`src/rtl/cpu_ctrl_pkg.sv`:
```
// Shared control-path definitions: one-hot machine states and the default address width.
package cpu_ctrl_pkg;

   localparam int ADDR_W_DEFAULT = 8;

   typedef logic [2:0] state_t;

   localparam state_t ST_FETCH = 3'b001;
   localparam state_t ST_EXEC1 = 3'b010;
   localparam state_t ST_EXEC2 = 3'b100;

endpackage

```
`src/rtl/return_stack.sv`:
```
// Subroutine return-address LIFO. A push and a pop in the same cycle cancel to a no-op.
// ovf/unf pulse for one cycle when a push hits a full stack or a pop hits an empty one.
module return_stack #(
   parameter int ADDR_W      = 8,
   parameter int STACK_DEPTH = 4,
   parameter int LVL_W       = $clog2(STACK_DEPTH + 1)
) (
   input  logic              clk,
   input  logic              rst_n,
   input  logic              push,
   input  logic              pop,
   input  logic [ADDR_W-1:0] din,
   output logic [ADDR_W-1:0] tos,
   output logic [LVL_W-1:0]  level,
   output logic              full,
   output logic              empty,
   output logic              ovf,
   output logic              unf
);

   localparam int PTR_W = $clog2(STACK_DEPTH);

   logic [ADDR_W-1:0] mem [0:STACK_DEPTH-1];
   logic [PTR_W-1:0]  wr_idx;
   logic [PTR_W-1:0]  rd_idx;
   logic              do_push;
   logic              do_pop;

   // Status, write/read pointers and the combinational top-of-stack view.
   always_comb begin
      full    = (level == LVL_W'(STACK_DEPTH));
      empty   = (level == '0);
      do_push = push && !pop && !full;
      do_pop  = pop && !push && !empty;
      ovf     = push && !pop && full;
      unf     = pop && !push && empty;
      wr_idx  = PTR_W'(level);
      rd_idx  = PTR_W'(level - LVL_W'(1));
      tos     = empty ? '0 : mem[rd_idx];
   end

   // Occupancy counter; the only stack state that needs a reset.
   always_ff @(posedge clk) begin
      if (!rst_n)
         level <= '0;
      else if (do_push)
         level <= level + LVL_W'(1);
      else if (do_pop)
         level <= level - LVL_W'(1);
   end

   // Entry storage; stale entries above level are never observed.
   always_ff @(posedge clk) begin
      if (do_push)
         mem[wr_idx] <= din;
   end

endmodule

```
`src/rtl/pc_sequencer.sv`:
```
// Fetch/exec1/exec2 ring, program counter and error flags for the non-pipelined core.
// Decoder controls are acted on only in the state where they are legal; anything else
// is ignored and latched into proto_err.
module pc_sequencer
   import cpu_ctrl_pkg::*;
#(
   parameter int              ADDR_W      = ADDR_W_DEFAULT,
   parameter int              STACK_DEPTH = 4,
   parameter logic [ADDR_W-1:0] RESET_PC  = '0,
   parameter int              LVL_W       = $clog2(STACK_DEPTH + 1)
) (
   input  logic              clk,
   input  logic              rst_n,
   input  logic              run,
   output logic [2:0]        state,
   input  logic              pc_inc,
   input  logic              pc_load,
   input  logic              jump_mux,
   input  logic              stack_mux,
   input  logic              push,
   input  logic              pop,
   input  logic [ADDR_W-1:0] target_addr,
   output logic [ADDR_W-1:0] pc,
   output logic [ADDR_W-1:0] tos,
   output logic [LVL_W-1:0]  stack_level,
   output logic              stack_ovf,
   output logic              stack_unf,
   output logic              proto_err
);

   state_t            state_q;
   state_t            state_d;
   logic              load_pending_q;
   logic              in_fetch;
   logic              in_exec1;
   logic              in_exec2;
   logic              take_jump;
   logic              do_inc;
   logic              stk_push;
   logic              stk_pop;
   logic              illegal;
   logic              stk_full;
   logic              stk_empty;
   logic              stk_ovf_pulse;
   logic              stk_unf_pulse;
   logic [ADDR_W-1:0] jump_src;
   logic [ADDR_W-1:0] pc_d;

   return_stack #(
      .ADDR_W      (ADDR_W),
      .STACK_DEPTH (STACK_DEPTH),
      .LVL_W       (LVL_W)
   ) u_stack (
      .clk   (clk),
      .rst_n (rst_n),
      .push  (stk_push),
      .pop   (stk_pop),
      .din   (pc + ADDR_W'(1)),
      .tos   (tos),
      .level (stack_level),
      .full  (stk_full),
      .empty (stk_empty),
      .ovf   (stk_ovf_pulse),
      .unf   (stk_unf_pulse)
   );

   // State register: the ring advances one step per enabled clock.
   always_ff @(posedge clk) begin
      if (!rst_n)
         state_q <= ST_FETCH;
      else
         state_q <= state_d;
   end

   // Next state: fetch -> exec1 -> exec2 -> fetch, held while run is low.
   always_comb begin
      state_d = state_q;
      if (run) begin
         case (state_q)
            ST_FETCH: state_d = ST_EXEC1;
            ST_EXEC1: state_d = ST_EXEC2;
            ST_EXEC2: state_d = ST_FETCH;
            default:  state_d = ST_FETCH;
         endcase
      end
   end

   // Output decode: qualify decoder controls by state and pick the next PC.
   always_comb begin
      state     = state_q;
      in_fetch  = (state_q == ST_FETCH);
      in_exec1  = (state_q == ST_EXEC1);
      in_exec2  = (state_q == ST_EXEC2);
      illegal   = run && ((pc_inc && !(in_fetch || in_exec2)) ||
                          ((pc_load || push || pop) && !in_exec1) ||
                          (in_exec1 && (pc_load != jump_mux)) ||
                          (in_exec1 && push && pop));
      take_jump = run && in_exec1 && pc_load && jump_mux;
      stk_push  = run && in_exec1 && push && !pop;
      stk_pop   = run && in_exec1 && pop && !push;
      do_inc    = run && pc_inc && (in_fetch || (in_exec2 && !load_pending_q));
      // The source is sampled before the pop lands; an empty stack returns to RESET_PC.
      jump_src  = stack_mux ? (stk_empty ? RESET_PC : tos) : target_addr;
      pc_d      = pc;
      if (take_jump)
         pc_d = jump_src;
      else if (do_inc)
         pc_d = pc + ADDR_W'(1);
   end

   // PC, load_pending and sticky error flags.
   always_ff @(posedge clk) begin
      if (!rst_n) begin
         pc             <= RESET_PC;
         load_pending_q <= 1'b0;
         stack_ovf      <= 1'b0;
         stack_unf      <= 1'b0;
         proto_err      <= 1'b0;
      end else begin
         pc <= pc_d;
         if (take_jump)
            load_pending_q <= 1'b1;
         else if (run && in_exec2)
            load_pending_q <= 1'b0;
         if (stk_ovf_pulse)
            stack_ovf <= 1'b1;
         if (stk_unf_pulse)
            stack_unf <= 1'b1;
         if (illegal)
            proto_err <= 1'b1;
      end
   end

endmodule

```
`config.mk`:
```
export PLATFORM = sky130hd
export DESIGN_NAME = pc_sequencer
export DESIGN_NICKNAME = d
export VERILOG_FILES = /design/src/rtl/cpu_ctrl_pkg.sv /design/src/rtl/return_stack.sv /design/src/rtl/pc_sequencer.sv
export SDC_FILE = /design/constraint.sdc
export NUM_CORES = 1
export LEC_CHECK = 0
export BUFFER_PORTS_ARGS = -buffer_cell sky130_fd_sc_hd__buf_4
export CAP_MARGIN = 20
export CORE_ASPECT_RATIO = 0.5
export CORE_MARGIN = 4
export CORE_UTILIZATION = 50
export CTS_BUF_LIST = sky130_fd_sc_hd__clkbuf_4 sky130_fd_sc_hd__clkbuf_8
export CTS_CLUSTER_SIZE = 25
export DETAILED_ROUTE_END_ITERATION = 16
export MAX_ROUTING_LAYER = met4
export PLACE_DENSITY = 0.72
export SETUP_SLACK_MARGIN = 0.5
export SYNTH_ARGS = -nofsm -noshare
export SYNTH_HDL_FRONTEND = slang
export SYNTH_SLANG_ARGS = --single-unit
```
`constraint.sdc`:
```
create_clock -name clk -period 6.3 [get_ports clk]
set_input_delay 0.63 -clock clk [delete_from_list [all_inputs] [get_ports clk]]
set_output_delay 0.63 -clock clk [all_outputs]
set_load 0.02 [all_outputs]
```
==> summary.md, run 1 <==
| Metric | Value |
|---|---|
| Library cells used by synthesis | 55 |
| Seq/Total Area, Yosys | 52.6% |
| Vias in the first global route | 1860 |
| Worst-path clk slew | 0.10 ns |
| Mux contribution to synthesized area | 8.07% |
| Cell family with most CP delay | flip-flops |
| FMAX | 279 MHz |
| Share of cells above drive strength 1 | 25.5% |
| Worst path required time | 5.67 ns |
| Post-Syn Area | 2510 µm² |
| Clock power frac | 33.2% |
| Antenna cell count | 0 |
| Die W | 108 µm |
| CP cell instances | inv_1 -> ha_1 -> mux2i_1 -> nand2_1 -> and3_1 -> buf_4 |
| Core Region | 4620 µm² |
| Slew Viols, Final | 0 |
| Reg2reg setup slack | 3.33 ns |
| Relative slew slack | 43.9% |
| Synth Flop Type | edfxtp_1 |
| Psw | 0.153 mW |
| R2R Path End | pc[5] |
| Setup TNS Final | 0 ns |
| Post-Synth Adder-Cell Area | 2.99% |
| Number of synthesized flops with an enable pin | 32 |
| H-tree Lvls | 2 |
| Tot Pwr | 0.608 mW |
| Cell taking the most area after synthesis | edfxtp_1 |
| Asr flop ratio synth | 0% |
| Largest family of logic cells by synthesized area | simple AND/OR/NAND/NOR gates |
| Vias | 1897 |
| Top cell type's share of synthesized area | 38.2% |
| CTS Root Cell | clkbuf_8 |
| Post-CTS Resized | 0 |
| Int Pwr | 0.455 mW |
| Mean area per synthesized cell | 11.4 µm² |
| Worst Tran Pin Value | 0.839 ns |
| RSZ-0062 raised after global routing | false |
| Pwr dens | 207 nW/µm² |
| Layout net count | 281 |
| Clk Latency, worst-skew pair | 0.31 ns |
| Fin crit share | 56.9% |
| Sink Count | 50 |
| # DRC | 0 |
| Worst-path fanout max | 15 |
| CTS tree | yes |
| Clock tree buffer depth | 2 |
| Synth Area in Simple Gates | 18.1% |
| Min-Delay Path Class | flip-flop to flip-flop |
| Hold Vio Cnt, Final | 0 |
| GPL Wtd Cong | 0.845 |
| Final setup viols | 0 |
| Die H | 58.1 µm |
| Num ports | 42 |
| R2R depth | 6 |
| Synthesis-to-layout area growth | 17.0% |
| CP endpoint kind | output pin |
| Worst path slowest cell | dfxtp_1 |
| Max VDD drop | 0.114 mV |
| Largest net degree at the start of global routing | 19 |
| XOR/XNOR share of the synthesized area | 2.09% |
| First-pass DRT Iterations | 4 |
| # rows | 17 |
| Outcome | finished clean |
| Crit path DAT | 2.95 ns |
| Switching Fraction | 25.1% |
| Critical path origin | u_stack.level[0] |
| End point of the critical path | tos[3] |
| Critical R2R Launch | u_stack.level[0] |
| Most common cell after layout, fill and taps aside | buf_4 |
| Hpwl dp | 4390 µm |
| Initial core utilization | 54.4% |
| Leakage | 1.14 nW |
| Maxcap violations | 0 |
| Synth top area cells | edfxtp_1, dfxtp_1, mux4_2, mux2i_1, ha_1 |
| Num CTS Buffers | 5 |
| Commonest cells after routing, fill and taps aside | buf_4, edfxtp_1, nand2_1, dfxtp_1 |
| Clock Skews | 0.00417 ns |
| # hold bufs at CTS | 0 |
| Synth Warn # | 0 |
| DRT Wirelength | 5890 µm |
| PortBufs | 41 |
| Flops & latches, synth | 50 |
| Vias per cell | 5.84 |
| Crit. path cell count | 6 |
| Die ar. | 6290 µm² |
| Setup Buffers After CTS | 0 |
| Post-DRT Antenna Nets | 0 |
| Delay of the slowest cell on the worst path | 0.79 ns |
| DR iter-0 viols | 162 |
| Grt ovf | 0 |
| Wire length per cell | 18.1 µm |
| Sequential power share | 58.8% |
| Min cycle time layout | 3.58 ns |
| Critical Path Source Type | flip-flop |
| Compound-Gate Fraction of Synth Area | 12.0% |
| Total Routing Usage GR | 20.7% |
| Global-route wire length before repair | 9540 µm |
| Syn nets | 244 |
| Logic gate share of total power | 8.0% |
| Antenna violations before repair | 0 |
| Buf/Inv on CP | 2 |
| Post-Syn Instances | 221 |
| Crit Path Category | flip-flop to output pin |
==> worst min-delay path, stage by stage, from the launching register on <==
cell     delay, ns
dfxtp_1       0.32
o41ai_1       0.06
a21oi_1       0.06
==> per-stage QoR <==
step / cell area (µm²) / std cells / hold WS [ns] / setup WS (ns) / util (%)
6_report: 2940 / 325 / 0.480 / 2.72 / 63.7
5_1_grt: 2940 / 325 / 0.512 / 2.48 / 63.7
4_1_cts: 2940 / 325 / 0.479 / 2.70 / 63.7
3_5_place_dp: 2850 / 317 / 0.465 / 3.05 / 61.6
3_3_place_gp: 2850 / 317 / 0.449 / 3.17 / 61.6
2_1_floorplan: 2510 / 221 / 0.443 / 3.63 / -
==> cell families (layout without fill, tap and decap cells) <==
| group | count (synthesis) | count (layout) |
|---|---|---|
| AOI/OAI and AO/OA | 41 | 41 |
| xor gates and xnor gates | 6 | 6 |
| adders and majority gates | 6 | 6 |
| buffers and inverters | 23 | 61 |
| DFF | 50 | 50 |
| muxes | 14 | 14 |
| and+or+nand+nor | 81 | 81 |
==> cell type report <==
| class | instances | area [µm²] |
|---|---|---|
| well taps | 66 | 82.6 |
| clock inverters | 3 | 26.3 |
| multi-input cells | 148 | 1080 |
| clock buffers | 5 | 68.8 |
| inverters | 11 | 41.3 |
| fillers | 369 | 1680 |
| flip-flops and latches | 50 | 1320 |
| repair buffers | 42 | 315 |
==> routing by layer <==
| layer | global-route usage, % | share of wire [%] | vias to the layer above |
|---|---|---|---|
| met3 | 4.56 | 6.0 | 10 |
| met5 | - | 0 | - |
| li1 | - | - | 895 |
| met1 | 28.0 | 47 | 930 |
| met4 | 5.58 | 1.2 | 0 |
| met2 | 31.9 | 46 | 62 |
==> worst min path at each step <==
stage,start,endpoint,slack [ns],cells after the start
2_1_floorplan,load_pending_q,load_pending_q,0.44,2
3_3_place_gp,stack_ovf,stack_ovf,0.45,1
3_5_place_dp,load_pending_q,load_pending_q,0.46,2
4_1_cts,load_pending_q,load_pending_q,0.48,2
5_1_grt,load_pending_q,load_pending_q,0.51,2
6_report,load_pending_q,load_pending_q,0.48,2
==> state kept, by name, summed over array words and instances (netlist names) <==
| name | count |
|---|---|
| u_stack.level | 3 |
| stack_ovf | 1 |
| u_stack.mem | 32 |
| state | 3 |
| pc | 8 |
| stack_unf | 1 |
| proto_err | 1 |
| load_pending_q | 1 |
==> synthesized netlist by cell type, types with 3 or more instances <==
cell type	count
dfxtp_1	18
mux4_2	5
mux2i_1	9
o32ai_1	3
nor3_1	11
nand2b_1	3
clkbuf_1	5
xnor2_1	4
nand2_1	20
edfxtp_1	32
a211oi_1	3
and2_1	8
nor2_1	8
or3_1	3
nand3_1	6
and3_1	3
nor2b_1	3
inv_1	11
buf_2	3
ha_1	6
a21oi_1	10
o21ai_0	6
==> power by group through the flow <==
stage | logic (mW) | registers [mW] | clock network [mW]
global placement | 0.0475 | 0.364 | 0
finish | 0.0488 | 0.357 | 0.201
floorplan | 0.0249 | 0.367 | 0
global route | 0.0533 | 0.358 | 0.219
CTS | 0.0490 | 0.357 | 0.205
detailed placement | 0.0486 | 0.365 | 0
Note: power is estimated with default switching activity, not from simulation.
==> inputs of run 2 (changes only) <==
--- a/config.mk
+++ b/config.mk
@@ -5,6 +5,7 @@
 export SDC_FILE = /design/constraint.sdc
 export NUM_CORES = 1
 export LEC_CHECK = 0
+export ABC_AREA = 1
 export BUFFER_PORTS_ARGS = -buffer_cell sky130_fd_sc_hd__buf_4
 export CAP_MARGIN = 20
 export CORE_ASPECT_RATIO = 0.5
==> constraint.sdc (replaced) <==
create_clock -name clk -period 3.4 [get_ports clk]
set_input_delay 0.34 -clock clk [delete_from_list [all_inputs] [get_ports clk]]
set_output_delay 0.34 -clock clk [all_outputs]
set_load 0.02 [all_outputs]
==> summary.md, run 2 <==
| Metric | Value |
|---|---|
| Outcome | finished clean |
| Global-route wire length before repair | 9760 µm (+2.4%) |
| Vias in the first global route | 2041 (+9.7%) |
| Clock Skews | 0.00725 ns (+0.00307 ns) |
| Number of synthesized flops with an enable pin | 32 (unchanged) |
| Synth top area cells | edfxtp_1, dfxtp_1, nand2_1, inv_1, nand3_1 |
| Sink Count | 50 (unchanged) |
| FMAX | 382 MHz |
| Post-synth top cells | nand2_1, inv_1, nor2_1, edfxtp_1, nand3_1 |
| Min-Delay Path Class | input pin to flip-flop |
| Most frequent CP cell | buf_4 |
| Hpwl dp | 4480 µm (+2.0%) |
| Worst-path fanout max | 21 (+6) |
| Antenna violations before repair | 0 (unchanged) |
| Maxcap violations | 0 (unchanged) |
| Synth Warn # | 0 (unchanged) |
| Grt ovf | 0 (unchanged) |
| Post-Syn Instances | 337 (+52%) |
| Post-CTS Resized | 0 (unchanged) |
| Num CTS Buffers | 5 (unchanged) |
| Delay of the slowest cell on the worst path | 0.50 ns (-0.29 ns) |
| Syn nets | 360 (+48%) |
| Die ar. | 6780 µm² (+7.8%) |
| Worst path required time | 3.06 ns (-2.61 ns) |
| Share of cells above drive strength 1 | 19.8% (-5.6 points) |
| Initial core utilization | 53.7% (-0.77 points) |
| Crit Path Category | flip-flop to output pin |
| Crit path DAT | 2.28 ns (-0.67 ns) |
| Buf/Inv on CP | 4 (+2) |
| Top cell type's share of synthesized area | 35.2% (-3.1 points) |
| Vias | 2207 (+16%) |
| Top reg by flops | u_stack.mem |
| Leakage | 1.52 nW (+33%) |
| Library cells used by synthesis | 32 (-42%) |
| Cells after DPL | 440 (+39%) |
| Max reg flops | 32 (unchanged) |
| Slew Viols, Final | 0 (unchanged) |
| Setup Buffers After CTS | 0 (unchanged) |
| Core Region | 5090 µm² (+10%) |
| Worst-path clk slew | 0.10 ns (about the same) |
| CTS Root Cell | clkbuf_8 |
| H-tree Lvls | 2 (unchanged) |
| Synth Flop Type | edfxtp_1 |
| Tot Pwr | 1.17 mW (+92%) |
| Total Routing Usage GR | 19.4% (-1.3 points) |
| Max VDD drop | 0.176 mV (+54%) |
| Layout net count | 400 (+42%) |
| Wire length per cell | 13.5 µm (-26%) |
| Worst path slowest cell | ha_2 |
| Clock tree buffer depth | 2 (unchanged) |
| Worst Tran Pin Value | 0.829 ns (-0.00993 ns) |
| Cell taking the most area after synthesis | edfxtp_1 |
| Largest net degree at the start of global routing | 22 (+3) |
| RSZ-0062 raised after global routing | false |
| Seq/Total Area, Yosys | 48.4% (-4.2 points) |
| CP endpoint kind | output pin |
| Top flop regs | u_stack.mem (32), pc (8) |
| Antenna cell count | 0 (unchanged) |
| # rows | 18 (+1) |
| CP cell instances | buf_4 -> inv_2 -> ha_2 -> inv_1 -> nor2_1 -> o21ai_1 -> a21oi_1 -> buf_4 |
| Mean area per synthesized cell | 8.10 µm² (-29%) |
| Vias per cell | 4.93 (-16%) |
| # DRC | 0 (unchanged) |
| Num ports | 42 (unchanged) |
| GPL Wtd Cong | 0.844 (-0.18%) |
| Fillcell total | 461 (+25%) |
| Layout Cells excl Fill | 448 (+38%) |
| Fin crit share | 76.9% |
| Commonest cells after routing, fill and taps aside | nand2_1, inv_1, buf_4, nor2_1, edfxtp_1 |
| Min cycle time layout | 2.62 ns |
| Asr flop ratio synth | 0% (unchanged) |
| Post-Syn Area | 2730 µm² (+8.7%) |
| Clk Latency, worst-skew pair | 0.31 ns (about the same) |
| Hold Vio Cnt, Final | 0 (unchanged) |
| Post-DRT Antenna Nets | 0 (unchanged) |
| PortBufs | 41 (unchanged) |
| Most common cell after layout, fill and taps aside | nand2_1 |
| Setup TNS Final | 0 ns (unchanged) |
| Relative slew slack | 44.6% (+0.66 points) |
| Top-count cell post-synth | nand2_1 |
| Pwr dens | 370 nW/µm² (+79%) |
| Flops & latches, synth | 50 (unchanged) |
| Cell family with most CP delay | buffers and inverters |
| Critical Path Source Type | flip-flop |
| First-pass DRT Iterations | 5 (+1) |
| # hold bufs at CTS | 0 (unchanged) |
| Final setup viols | 0 (unchanged) |
| Die W | 113 µm (+4.0%) |
| DRT Wirelength | 6040 µm (+2.5%) |
| CTS tree | yes |
| DR iter-0 viols | 146 (-9.9%) |
| Die H | 60.3 µm (+3.7%) |
| Synthesis-to-layout area growth | 15.6% |
-- run 2: layout make-up --
class | instances | area, µm² | share of cell area (%)
clock buffers | 6 | 76.3 | 2.42
clock inverters | 2 | 13.8 | 0.436
inverters | 66 | 248 | 7.84
well taps | 70 | 87.6 | 2.77
multi-input cells | 212 | 1100 | 34.7
flip-flops and latches | 50 | 1320 | 41.8
repair buffers | 42 | 315 | 9.98
-- run 2: power breakdown --
part	leakage (nW)	total, mW	internal, mW	switching, mW
combinational	1.03	0.136	0.0526	0.0838
clock	0.0447	0.359	0.153	0.206
sequential	0.447	0.672	0.658	0.0141
-- run 2: per-stage QoR --
step / setup slack (ns) / utilization (%) / instance area [µm²] / hold slack (ns)
after global placement: 1.05 / 60.2 / 3070 / 0.448
after detailed placement: 1.00 / 60.2 / 3070 / 0.449
final: 0.785 / 62.0 / 3160 / 0.250
after floorplan: 1.10 / - / 2730 / 0.434
after CTS: 0.653 / 62.0 / 3160 / 0.242
after global routing: 0.548 / 62.0 / 3160 / 0.236
-- run 2: final timing paths --
check                    from  slack (ns)           endpoint  cells after the start
min reg2reg         stack_unf        0.46          stack_unf                      2
max          u_stack.level[0]        0.78             tos[6]                      8
max reg2reg  u_stack.level[0]        1.10  u_stack.mem[1][5]                      6
min                       run        0.25           state[1]                      2
-- run 2: per-layer routing --
| layer | routed length (µm) | GRT usage [%] |
|---|---|---|
| met3 | 429 | 4.35 |
| met4 | 70 | 5.65 |
| met1 | 2930 | 26.2 |
| met5 | 0 | - |
| met2 | 2610 | 29.7 |
-- run 2: kinds of logic after synthesis --
group	Yosys count	share of synthesized area, %
DFF	50	48.4
adders and majority gates	6	2.75
buffers and inverters	75	11.6
xor gates and xnor gates	4	1.28
and+or+nand+nor	160	26.4
AOI/OAI and AO/OA	42	9.57
==> inputs of run 3 (changes only) <==
==> constraint.sdc (replaced) <==
create_clock -name clk -period 2.5 [get_ports clk]
set_input_delay 0.25 -clock clk [delete_from_list [all_inputs] [get_ports clk]]
set_output_delay 0.25 -clock clk [all_outputs]
set_load 0.02 [all_outputs]
==> summary.md, run 3 (same netlist as run 2, synthesis figures left out) <==
| Metric | Value |
|---|---|
| Final setup viols | 0 (unchanged) |
| Die ar. | 6780 µm² (unchanged) |
| Delay of the slowest cell on the worst path | 0.37 ns (-0.13 ns) |
| Hold depth | 2 (unchanged) |
| Slew Viols, Final | 0 (unchanged) |
| Num CTS Buffers | 5 (unchanged) |
| Fin crit share | 76.1% |
| Grt ovf | 0 (unchanged) |
| Final worst slack | 0.597 ns (-0.188 ns) |
| Top Layer Used | met4 |
| # DRC | 0 (unchanged) |
| Layout net count | 410 (+2.5%) |
| Most common cell after layout, fill and taps aside | nand2_1 |
| Antenna violations before repair | 0 (unchanged) |
| CTS Root Cell | clkbuf_8 |
| Hold Vio Cnt, Final | 0 (unchanged) |
| GPL Wtd Cong | 0.825 (-2.2%) |
| Crit path DAT | 1.65 ns (-0.63 ns) |
| Post-DRT Antenna Nets | 0 (unchanged) |
| H-tree Lvls | 2 (unchanged) |
| Commonest cells after routing, fill and taps aside | nand2_1, inv_1, buf_4, nor2_1, edfxtp_1 |
| FMAX | 525 MHz |
| First-pass DRT Iterations | 5 (unchanged) |
| Synthesis-to-layout area growth | 20.8% |
| DRT Wirelength | 6300 µm (+4.3%) |
| Met2 WL | 2860 µm (+9.7%) |
| PortBufs | 41 (unchanged) |
| Cell family with most CP delay | flip-flops |
| Initial core utilization | 53.7% (unchanged) |
| Worst-path clk slew | 0.10 ns (about the same) |
| Most frequent CP cell | buf_4 |
| Top flop regs | u_stack.mem (32), pc (8) |
| Pwr dens | 484 nW/µm² (+31%) |
| Hpwl dp | 4610 µm (+3.0%) |
| Crit. path cell count | 7 (-1) |
| Critical Path Source Type | flip-flop |
| Vias | 2255 (+2.2%) |
| Tot Pwr | 1.60 mW (+37%) |
| Setup TNS Final | 0 ns (unchanged) |
| Leakage | 1.58 nW (+3.8%) |
| Crit Path Category | flip-flop to output pin |
| R2R depth | 4 (-2) |
| Core Region | 5090 µm² (unchanged) |
| Largest net degree at the start of global routing | 21 (-4.5%) |
| Sink Count | 50 (unchanged) |
| Hold slack final | 0.166 ns (-0.0844 ns) |
| Maxcap violations | 0 (unchanged) |
| Clock tree buffer depth | 2 (unchanged) |
| Die W | 113 µm (unchanged) |
| Worst path required time | 2.25 ns (-0.81 ns) |
| Wire length per cell | 13.8 µm (+2.0%) |
| Worst path slowest cell | dfxtp_4 |
| Total Routing Usage GR | 20.5% (+1.1 points) |
| Num ports | 42 (unchanged) |
| Antenna cell count | 0 (unchanged) |
| Vias in the first global route | 2126 (+4.2%) |
| RSZ-0062 raised after global routing | false |
| Worst Tran Pin Value | 0.523 ns (-0.305 ns) |
| DR iter-0 viols | 140 (-4.1%) |
| Min cycle time layout | 1.90 ns |
| Clk Latency, worst-skew pair | 0.30 ns (about the same) |
| Vias per cell | 4.92 (about the same) |
| Max VDD drop | 0.254 mV (+44%) |
| CP cell instances | inv_2 -> ha_4 -> buf_4 -> nor2_1 -> o21ai_0 -> a21oi_2 -> buf_4 |
| Die H | 60.3 µm (unchanged) |
| Global-route wire length before repair | 10400 µm (+6.3%) |
| CP endpoint kind | output pin |
| Total length of routed met3 wires | 494 µm (+15%) |
| Outcome | finished clean |
| DRT met1 WL | 2890 µm (-1.5%) |
| Min-Delay Path Class | input pin to flip-flop |
| Max reg flops | 32 (unchanged) |
| Buf/Inv on CP | 3 (-1) |
| Pre-CTS setup slack | 0.425 ns (-0.577 ns) |
| Clock Skews | 0.00804 ns (+0.000793 ns) |
| Worst-path fanout max | 4 (-81%) |
| # rows | 18 (unchanged) |
| Relative slew slack | 65.0% (+20 points) |
| Share of cells above drive strength 1 | 26.0% (+6.2 points) |
| Top reg by flops | u_stack.mem |
| Fillcell total | 434 (-5.9%) |
| CTS tree | yes |
[run 3: layer usage]
metal / GRT usage, % / vias up
li1: - / 1162
met1: 27.7 / 1029
met2: 32.7 / 57
met3: 4.04 / 7
met4: 4.11 / 0
met5: - / -
[run 3: power by group]
group          internal, mW  total (mW)  switching, mW  leakage [nW]
Combinational        0.0757       0.193          0.118          1.08
Clock                 0.211       0.490          0.279        0.0490
Sequential            0.894       0.913         0.0194         0.448
[run 3: timing repair]
| action | CTS | global route |
|---|---|---|
| endpoints found under the setup margin | 9 | 24 |
| cloned | 0 | 0 |
| buffers inserted | 6 | 2 |
| hold buffers | 0 | 0 |
| pin swaps | 1 | 0 |
| gates resized for setup | 7 | 5 |
[run 3: through the flow]
| step | util, % | area [µm²] | instances |
|---|---|---|---|
| detailed placement | 61.1 | 3110 | 442 |
| CTS | 64.3 | 3270 | 456 |
| floorplan | - | 2760 | 337 |
| finish | 64.8 | 3300 | 458 |
| global placement | 61.1 | 3110 | 442 |
| global route | 64.8 | 3300 | 458 |
[run 3: layout make-up]
| cell class | count | area (µm²) | area share [%] |
|---|---|---|---|
| clock buffer | 6 | 76.3 | 2.31 |
| tap | 70 | 87.6 | 2.65 |
| inverter | 66 | 255 | 7.74 |
| sequential | 50 | 1330 | 40.2 |
| timing repair buffer | 52 | 390 | 11.8 |
| clock inverter | 2 | 13.8 | 0.417 |
| multi-input combinational | 212 | 1150 | 34.9 |
[run 3: worst paths after layout]
kind                                       start           endpoint  slack (ns)
worst max-delay path            u_stack.level[1]             tos[6]        0.60
worst min-delay path                         run           state[1]        0.17
worst max register to register          state[1]  u_stack.mem[2][1]        0.77
worst min register to register         stack_unf          stack_unf        0.46
[run 3: worst register-to-register path: cells and delay by family, from the launching register on]
| family | cells | cell delay [ns] |
|---|---|---|
| simple gates | 4 | 0.95 |
| flops | 1 | 0.44 |
